$ cat src/rtl/argmax_frame_sequencer.sv
// argmax_frame_sequencer
// Serial argmax over one frame of class scores. Scores arrive one per beat
// on a valid/ready stream. The winning index and its score are then held on a
// valid/ready result port until the consumer takes them.
//
// Handshake: a transfer happens on a rising clk edge where valid && ready.
// A producer holds its data stable while valid is high and ready is low.
// s_ready depends only on the state. m_valid is also state-derived, so there
// is no combinational path from s_* to m_*.

`timescale 1ns/1ps

module argmax_frame_sequencer #(
    parameter int N_CLASSES = 10,
    parameter int SCORE_W   = 8,
    parameter int DIGIT_W   = 8
) (
    input  logic               clk,
    input  logic               rst_n,
    input  logic               s_valid,
    output logic               s_ready,
    input  logic [SCORE_W-1:0] s_score,
    input  logic               s_last,
    output logic               m_valid,
    input  logic               m_ready,
    output logic [DIGIT_W-1:0] m_digit,
    output logic [SCORE_W-1:0] m_max_score,
    output logic               m_frame_err,
    output logic               busy
);

    localparam int CW = $clog2(N_CLASSES) + 1;

    typedef enum logic [1:0] {IDLE, ACCUM, HOLD} state_t;

    state_t             state, state_nx;
    logic [CW-1:0]      k, k_nx;
    logic [SCORE_W-1:0] max_r, max_nx;
    logic [CW-1:0]      idx_r, idx_nx;
    logic [SCORE_W-1:0] cand_max;
    logic [CW-1:0]      cand_idx;
    logic               beat;
    logic               last_k;
    logic               end_beat;
    logic               load_result;

    assign s_ready  = (state != HOLD);
    assign m_valid  = (state == HOLD);
    assign busy     = (state != IDLE);
    assign beat     = s_valid && s_ready;
    assign last_k   = (k == CW'(N_CLASSES - 1));
    // Frame ends on the producer's marker or when the counter forces closure.
    assign end_beat = s_last || last_k;

    // Running max including the current beat; the first beat always loads, and ties keep the older index.
    always_comb begin
        cand_max = max_r;
        cand_idx = idx_r;
        if (state == IDLE) begin
            cand_max = s_score;
            cand_idx = '0;
        end else if (s_score > max_r) begin
            cand_max = s_score;
            cand_idx = k;
        end
    end

    // Next-state, counter and running-max update logic.
    always_comb begin
        state_nx    = state;
        k_nx        = k;
        max_nx      = max_r;
        idx_nx      = idx_r;
        load_result = 1'b0;
        case (state)
            IDLE, ACCUM: begin
                if (beat) begin
                    max_nx = cand_max;
                    idx_nx = cand_idx;
                    if (end_beat) begin
                        state_nx    = HOLD;
                        k_nx        = '0;
                        load_result = 1'b1;
                    end else begin
                        state_nx = ACCUM;
                        k_nx     = k + CW'(1);
                    end
                end
            end
            HOLD: begin
                if (m_ready) begin
                    state_nx = IDLE;
                    k_nx     = '0;
                end
            end
            default: begin
                state_nx = IDLE;
                k_nx     = '0;
            end
        endcase
    end

    // State, counter and running max registers.
    always_ff @(posedge clk or negedge rst_n) begin
        if (!rst_n) begin
            state <= IDLE;
            k     <= '0;
            max_r <= '0;
            idx_r <= '0;
        end else begin
            state <= state_nx;
            k     <= k_nx;
            max_r <= max_nx;
            idx_r <= idx_nx;
        end
    end

    // Result registers load on the end beat and keep their value after the handshake.
    always_ff @(posedge clk or negedge rst_n) begin
        if (!rst_n) begin
            m_digit     <= '0;
            m_max_score <= '0;
            m_frame_err <= 1'b0;
        end else if (load_result) begin
            m_digit     <= DIGIT_W'(cand_idx);
            m_max_score <= cand_max;
            // The length is wrong when exactly one of the two closing conditions holds.
            m_frame_err <= s_last ^ last_k;
        end
    end

endmodule

$ cat config.mk
export PLATFORM = sky130hd
export DESIGN_NAME = argmax_frame_sequencer
export DESIGN_NICKNAME = d
export VERILOG_FILES = /design/src/rtl/argmax_frame_sequencer.sv
export SDC_FILE = /design/constraint.sdc
export NUM_CORES = 1
export LEC_CHECK = 0
export CORE_MARGIN = 10
export CORE_UTILIZATION = 58
export CTS_BUF_LIST = sky130_fd_sc_hd__clkbuf_4
export CTS_CLUSTER_DIAMETER = 60
export DETAILED_ROUTE_END_ITERATION = 8
export PLACE_DENSITY = 0.93
export SETUP_SLACK_MARGIN = 0.15
export SKIP_CTS_REPAIR_TIMING = 1
export SKIP_LAST_GASP = 1
export SYNTH_ARGS = -nofsm -noshare
export SYNTH_HDL_FRONTEND = slang
export SYNTH_SLANG_ARGS = --single-unit
$ cat constraint.sdc
create_clock -name clk -period 4.3 [get_ports clk]
set_input_delay 1.29 -clock clk [delete_from_list [all_inputs] [get_ports clk]]
set_output_delay 1.29 -clock clk [all_outputs]
set_load 0.01 [all_outputs]
Yosys cells after proc, flatten, opt, wreduce, memory -nomap -nowiden
Index checks and enable logic that the tools add are counted.
{"block": "word_totals", "ff_bits": 34, "latch_bits": 0, "ram_bits": 0, "mem_bits_ro": 0, "mem_count": 0}
{"block": "classes", "add_sub_neg": 1, "multipliers": 0, "n_div": 0, "magnitude_cmp": 1, "eq_ne": 6, "shifts": 0, "muxes": 15, "bitwise": 1, "n_reduce_logical": 7}
{"op": "two-way mux 5 bit", "n": 5}
{"op": "two-way mux 8 bit", "n": 2}
{"op": "case mux 5 bit (2 select lines)", "n": 1}
{"op": "greater-than comparator 8 bit", "n": 1}
{"op": "two-way mux 2 bit", "n": 3}
{"op": "adder 5 x 1 -> 5 bit (second input constant)", "n": 1}
{"op": "== test 5 x 4 -> 1 bit (second input constant)", "n": 1}
{"op": "inequality test 2 bit (second input constant)", "n": 2}
{"op": "case mux 2 bit (2 select lines)", "n": 1}
{"op": "AND reduction 2 bit", "n": 2}
{"op": "two-way mux 1 bit", "n": 3}
{"op": "== test 2 x 1 -> 1 bit (second input constant)", "n": 1}
{"op": "== test 2 bit (second input constant)", "n": 1}
{"op": "zero test 2 bit", "n": 1}
{"op": "inequality test 2 x 1 -> 1 bit (second input constant)", "n": 1}
{"op": "nonzero test 2 bit", "n": 1}
{"op": "OR reduction 2 bit", "n": 1}
{"op": "logical AND 1 bit", "n": 1}
{"op": "logical OR 1 bit", "n": 1}
{"op": "bitwise XOR 1 bit", "n": 1}

Logic depth before layout (Yosys ltp)
{"block": "depth", "ltp_word": 5, "mapped_depth": 9, "depth_no_buf": 8}

Worst setup path after synthesis
OpenSTA, ideal clock, no wires.
{"block": "synth_timing", "path_kind": "input-to-reg", "from": "input port s_score[5]", "to": "register max_r[3]", "arrival_ns": 2.934, "required_time_ns": 4.173, "path_slack_ns": 1.239, "path_stages": 8, "path_buffers": 1, "cell_sequence": "ha_1 a211oi_2 nor2_1 or3_4 nand3_4 a21o_2 buf_6 mux2_1"}
{"block": "synth_via", "elab_chain_len": 3}
{"element": "start: declaration", "line": "22", "source": "input logic [SCORE_W-1:0] s_score,"}
{"element": "greater-than comparator 8 bit", "line": "62", "source": "end else if (s_score > max_r) begin"}
{"element": "two-way mux 8 bit", "line": "62"}
{"element": "two-way mux 8 bit", "line": "59", "source": "if (state == IDLE) begin"}
{"element": "end signal: assignment", "line": "113", "source": "max_r <= max_nx;"}
{"element": "end: declaration", "line": "38", "source": "logic [SCORE_W-1:0] max_r, max_nx;"}
No other way between the ends.
A chain may end at the register's enable or synchronous reset.

Final worst setup path
{"block": "layout_timing", "from": "input port s_score[5]", "to": "register max_r[0]"}
The elaborated chain is that of the path after synthesis.

==> metrics <==
effective utilization at floorplan between 60% and 70%; highest metal layer with signal wires met4; Boundary Pins 33; antenna diode count 0; number of setup violations in the final report 0; maximum number of pins on one net before global-route repair 35; cell family contributing the most delay on the critical path simple AND/OR/NAND/NOR gates; Yosys warnings 0; worst vdd ir 0.2699 mV; unrepaired setup endpoints after global routing false; wire length on met3 around 300 um; final cycle utilization of the critical path 77.51%; cells along the critical path clkdlybuf4s50_1 -> ha_1 -> a211oi_2 -> nor2_1 -> or3_4 -> nand3_4 -> a21o_2 -> mux2_2; number of standard-cell rows in the floorplan 20; Syn-to-layout area delta 20.26%; area of the core between 3000 and 4000 sq um; start of the worst register-to-register path max_r[5]; WP buf/inv 1; maximum buffer depth of the clock tree 2; average instance area after synthesis about 11 sq um; run status complete, no violations; total met2 wirelength after detailed routing around 1800 um; fraction of the yosys area taken by sequential cells around 47%; critical path endpoint category flip-flop; number of hold violations in the final report 0; primary flip-flop cell chosen by synthesis mapping sky130_fd_sc_hd__dfrtp_1; die boundary height 75.76 um; fraction of power consumed by the clock network roughly 17%; total power divided by cell area 440.3 nW/um^2; top-count cell post-synth sky130_fd_sc_hd__dfrtp_1; proportion of netlist area held by the largest area contributor 47.19%; min Tclk post-route about 3300 ps; number of port buffers 29; sum of internal, switching and leakage power ~950 uW; Max Clock Freq 300.0 MHz; Worst Setup EP max_r[0]; part of the total power dissipated in combinational logic 38.8%; cell with the largest stage delay on the worst path sky130_fd_sc_hd__clkdlybuf4s50_1; ratio of cells with drive above 1 in the final layout 12.50%; CTS Root Buffer Type sky130_fd_sc_hd__clkbuf_4; sequential cell fraction of total power between 40% and 50%; R2R Setup Slk roughly 2000 ps; final net count 223; number of routed nets with antenna violations 0; Net Sw Frac about a third; Final Max Slew Viols 0; biggest fanout along the worst timing path 13; number of global-route vias before repair 1,344; count of TritonRoute iterations in the first routing pass 4; critical path data arrival time around 3600 ps; FF+latch count, synth 34; overall global routing resource usage 14.40%; cells on worst reg2reg path 8; DRC errors left 0; total number of cells along the worst setup path 8; violation count after the first detailed-route iteration 61; crit path kind in2reg; biggest area consumer among synthesized cells sky130_fd_sc_hd__dfrtp_1; crit-path max cell delay approximately 440 ps; MaxCap Viol Count 0; number of distinct library cells after synthesis 32; critical register-to-register path endpoint max_r[0]; static leakage 1.001 nW; Clock Sinks 34; mean routed wirelength per cell roughly 16 um; cts bufs inserted 5; critical path required time 4540 ps; main area contributors after synthesis sky130_fd_sc_hd__dfrtp_1 (47%), sky130_fd_sc_hd__mux2i_1 (7.8%), sky130_fd_sc_hd__ha_1 (7.6%); Cell Int Power 624.2 uW; GPL Wtd Cong 0.7493; Post-Route Skew about 4.5 ps; netlist area before placement 1803 sq um; WL final 3721 um; number of antenna violations at the first check in global routing 0; grt total ovfl 0; insertion delay to the later sink of the worst-skew pair 340 ps; number of enable flip-flop cells after synthesis 0; most frequent cells after synthesis sky130_fd_sc_hd__dfrtp_1 (34), sky130_fd_sc_hd__mux2i_1 (14), sky130_fd_sc_hd__nor2_1 (14), sky130_fd_sc_hd__nand2_1 (13); switching component of the power 330.5 uW; clock slew seen by the registers of the worst setup and hold paths 100 ps; synthesized instance count ~160; CP Launch Type primary input; start point of the critical path s_score[5]; die area 5739 sq um; average vias per placed instance 5.691; maximum level of the CTS H-tree 2; asr flop ratio synth 100.0%; global-route wire length before repair ~6300 um; clock tree from TritonCTS built; summed negative setup slack over all endpoints 0 ps; post-detail-place hpwl 2881 um; met1 wire length 1557 um; type of the tightest min-delay check reg2reg; count of vias placed by the detailed router 1,326; die width 75.76 um
## metal layers
layer	track usage (%)	vias up
met4	7.216	0
met1	16.24	646
li1	-	640
met5	0	-
met3	5.599	7
met2	23.21	33
## cell families after synthesis
| family | count (synthesis) | share of synthesized area (%) |
|---|---|---|
| AO/OA/AOI/OAI | 34 | 14.02 |
| adder cells (fa/ha/maj) | 11 | 7.633 |
| buffers and inverters | 17 | 4.996 |
| flip-flops | 34 | 47.19 |
| multiplexers | 22 | 12.77 |
| other | 1 | 0.2080 |
| AND/OR/NAND/NOR | 44 | 13.19 |
## worst min-delay path by stage
stage               startpoint          to  slack [ps]  depth (start not counted)
floorplan             idx_r[0]    idx_r[0]         470                          1
global placement    m_digit[1]  m_digit[1]         460                          2
detailed placement  m_digit[4]  m_digit[4]         470                          2
CTS                 m_digit[4]  m_digit[4]         500                          2
global route        m_digit[2]  m_digit[2]         530                          2
finish              m_digit[4]  m_digit[4]         490                          2
## placed cells by master, fill, tap and decap left out, drive strengths merged
cell	instances
o22ai	1
and2	1
o21ai	14
a31oi	1
nor2	14
conb	3
mux2i	14
inv	12
dfrtp	34
clkinv	3
and3	2
nand4bb	2
clkbuf	5
clkdlybuf4s50	29
a211oi	1
a21o	1
a22o	5
nand2	13
nand3	4
buf	3
mux2	8
nand2b	3
a21oi	9
nor2b	2
nand4	1
ha	11
and4	1
or3	1
o31ai	2
## power groups by stage
stage          combinational (mW)  sequential [mW]  clock [mW]
6_report                    0.370            0.419       0.165
5_1_grt                     0.408            0.428       0.187
4_1_cts                     0.376            0.419       0.169
3_5_place_dp                0.375            0.426           0
3_3_place_gp                0.356            0.421           0
2_1_floorplan               0.235            0.431           0
## flip-flops by register name, indices dropped and copies added, names as in the netlist
register	cells
m_digit	5
max_r	8
state	2
m_frame_err	1
m_max_score	8
idx_r	5
k	5
## tightest hold or removal path, cell delays in order (launching register included)
cell and delay [ps]:
sky130_fd_sc_hd__dfrtp_1 360, sky130_fd_sc_hd__nand2_1 40, sky130_fd_sc_hd__o21ai_0 60
## through the flow
step	worst slack, ps	area [sq um]	std cells	hold slack, ps	utilization [%]
2_1_floorplan	1239	1810	165	472.7	-
4_1_cts	967.0	2168	233	496.8	72.21
3_3_place_gp	680.5	2120	225	462.8	70.58
3_5_place_dp	609.8	2120	225	473.7	70.58
6_report	967.1	2168	233	493.2	72.21
5_1_grt	879.7	2168	233	529.7	72.21
## layout make-up
type                    count  area [sq um]
multi-input cells         114         869.6
clock inverters             3         11.26
flip-flops and latches     34         850.8
well taps                  33         41.29
fillers                   222         834.6
inverters                  12         45.04
clock buffers               5         37.54
repair buffers             32         312.8
No activity file was read; power rests on OpenSTA's default activity.
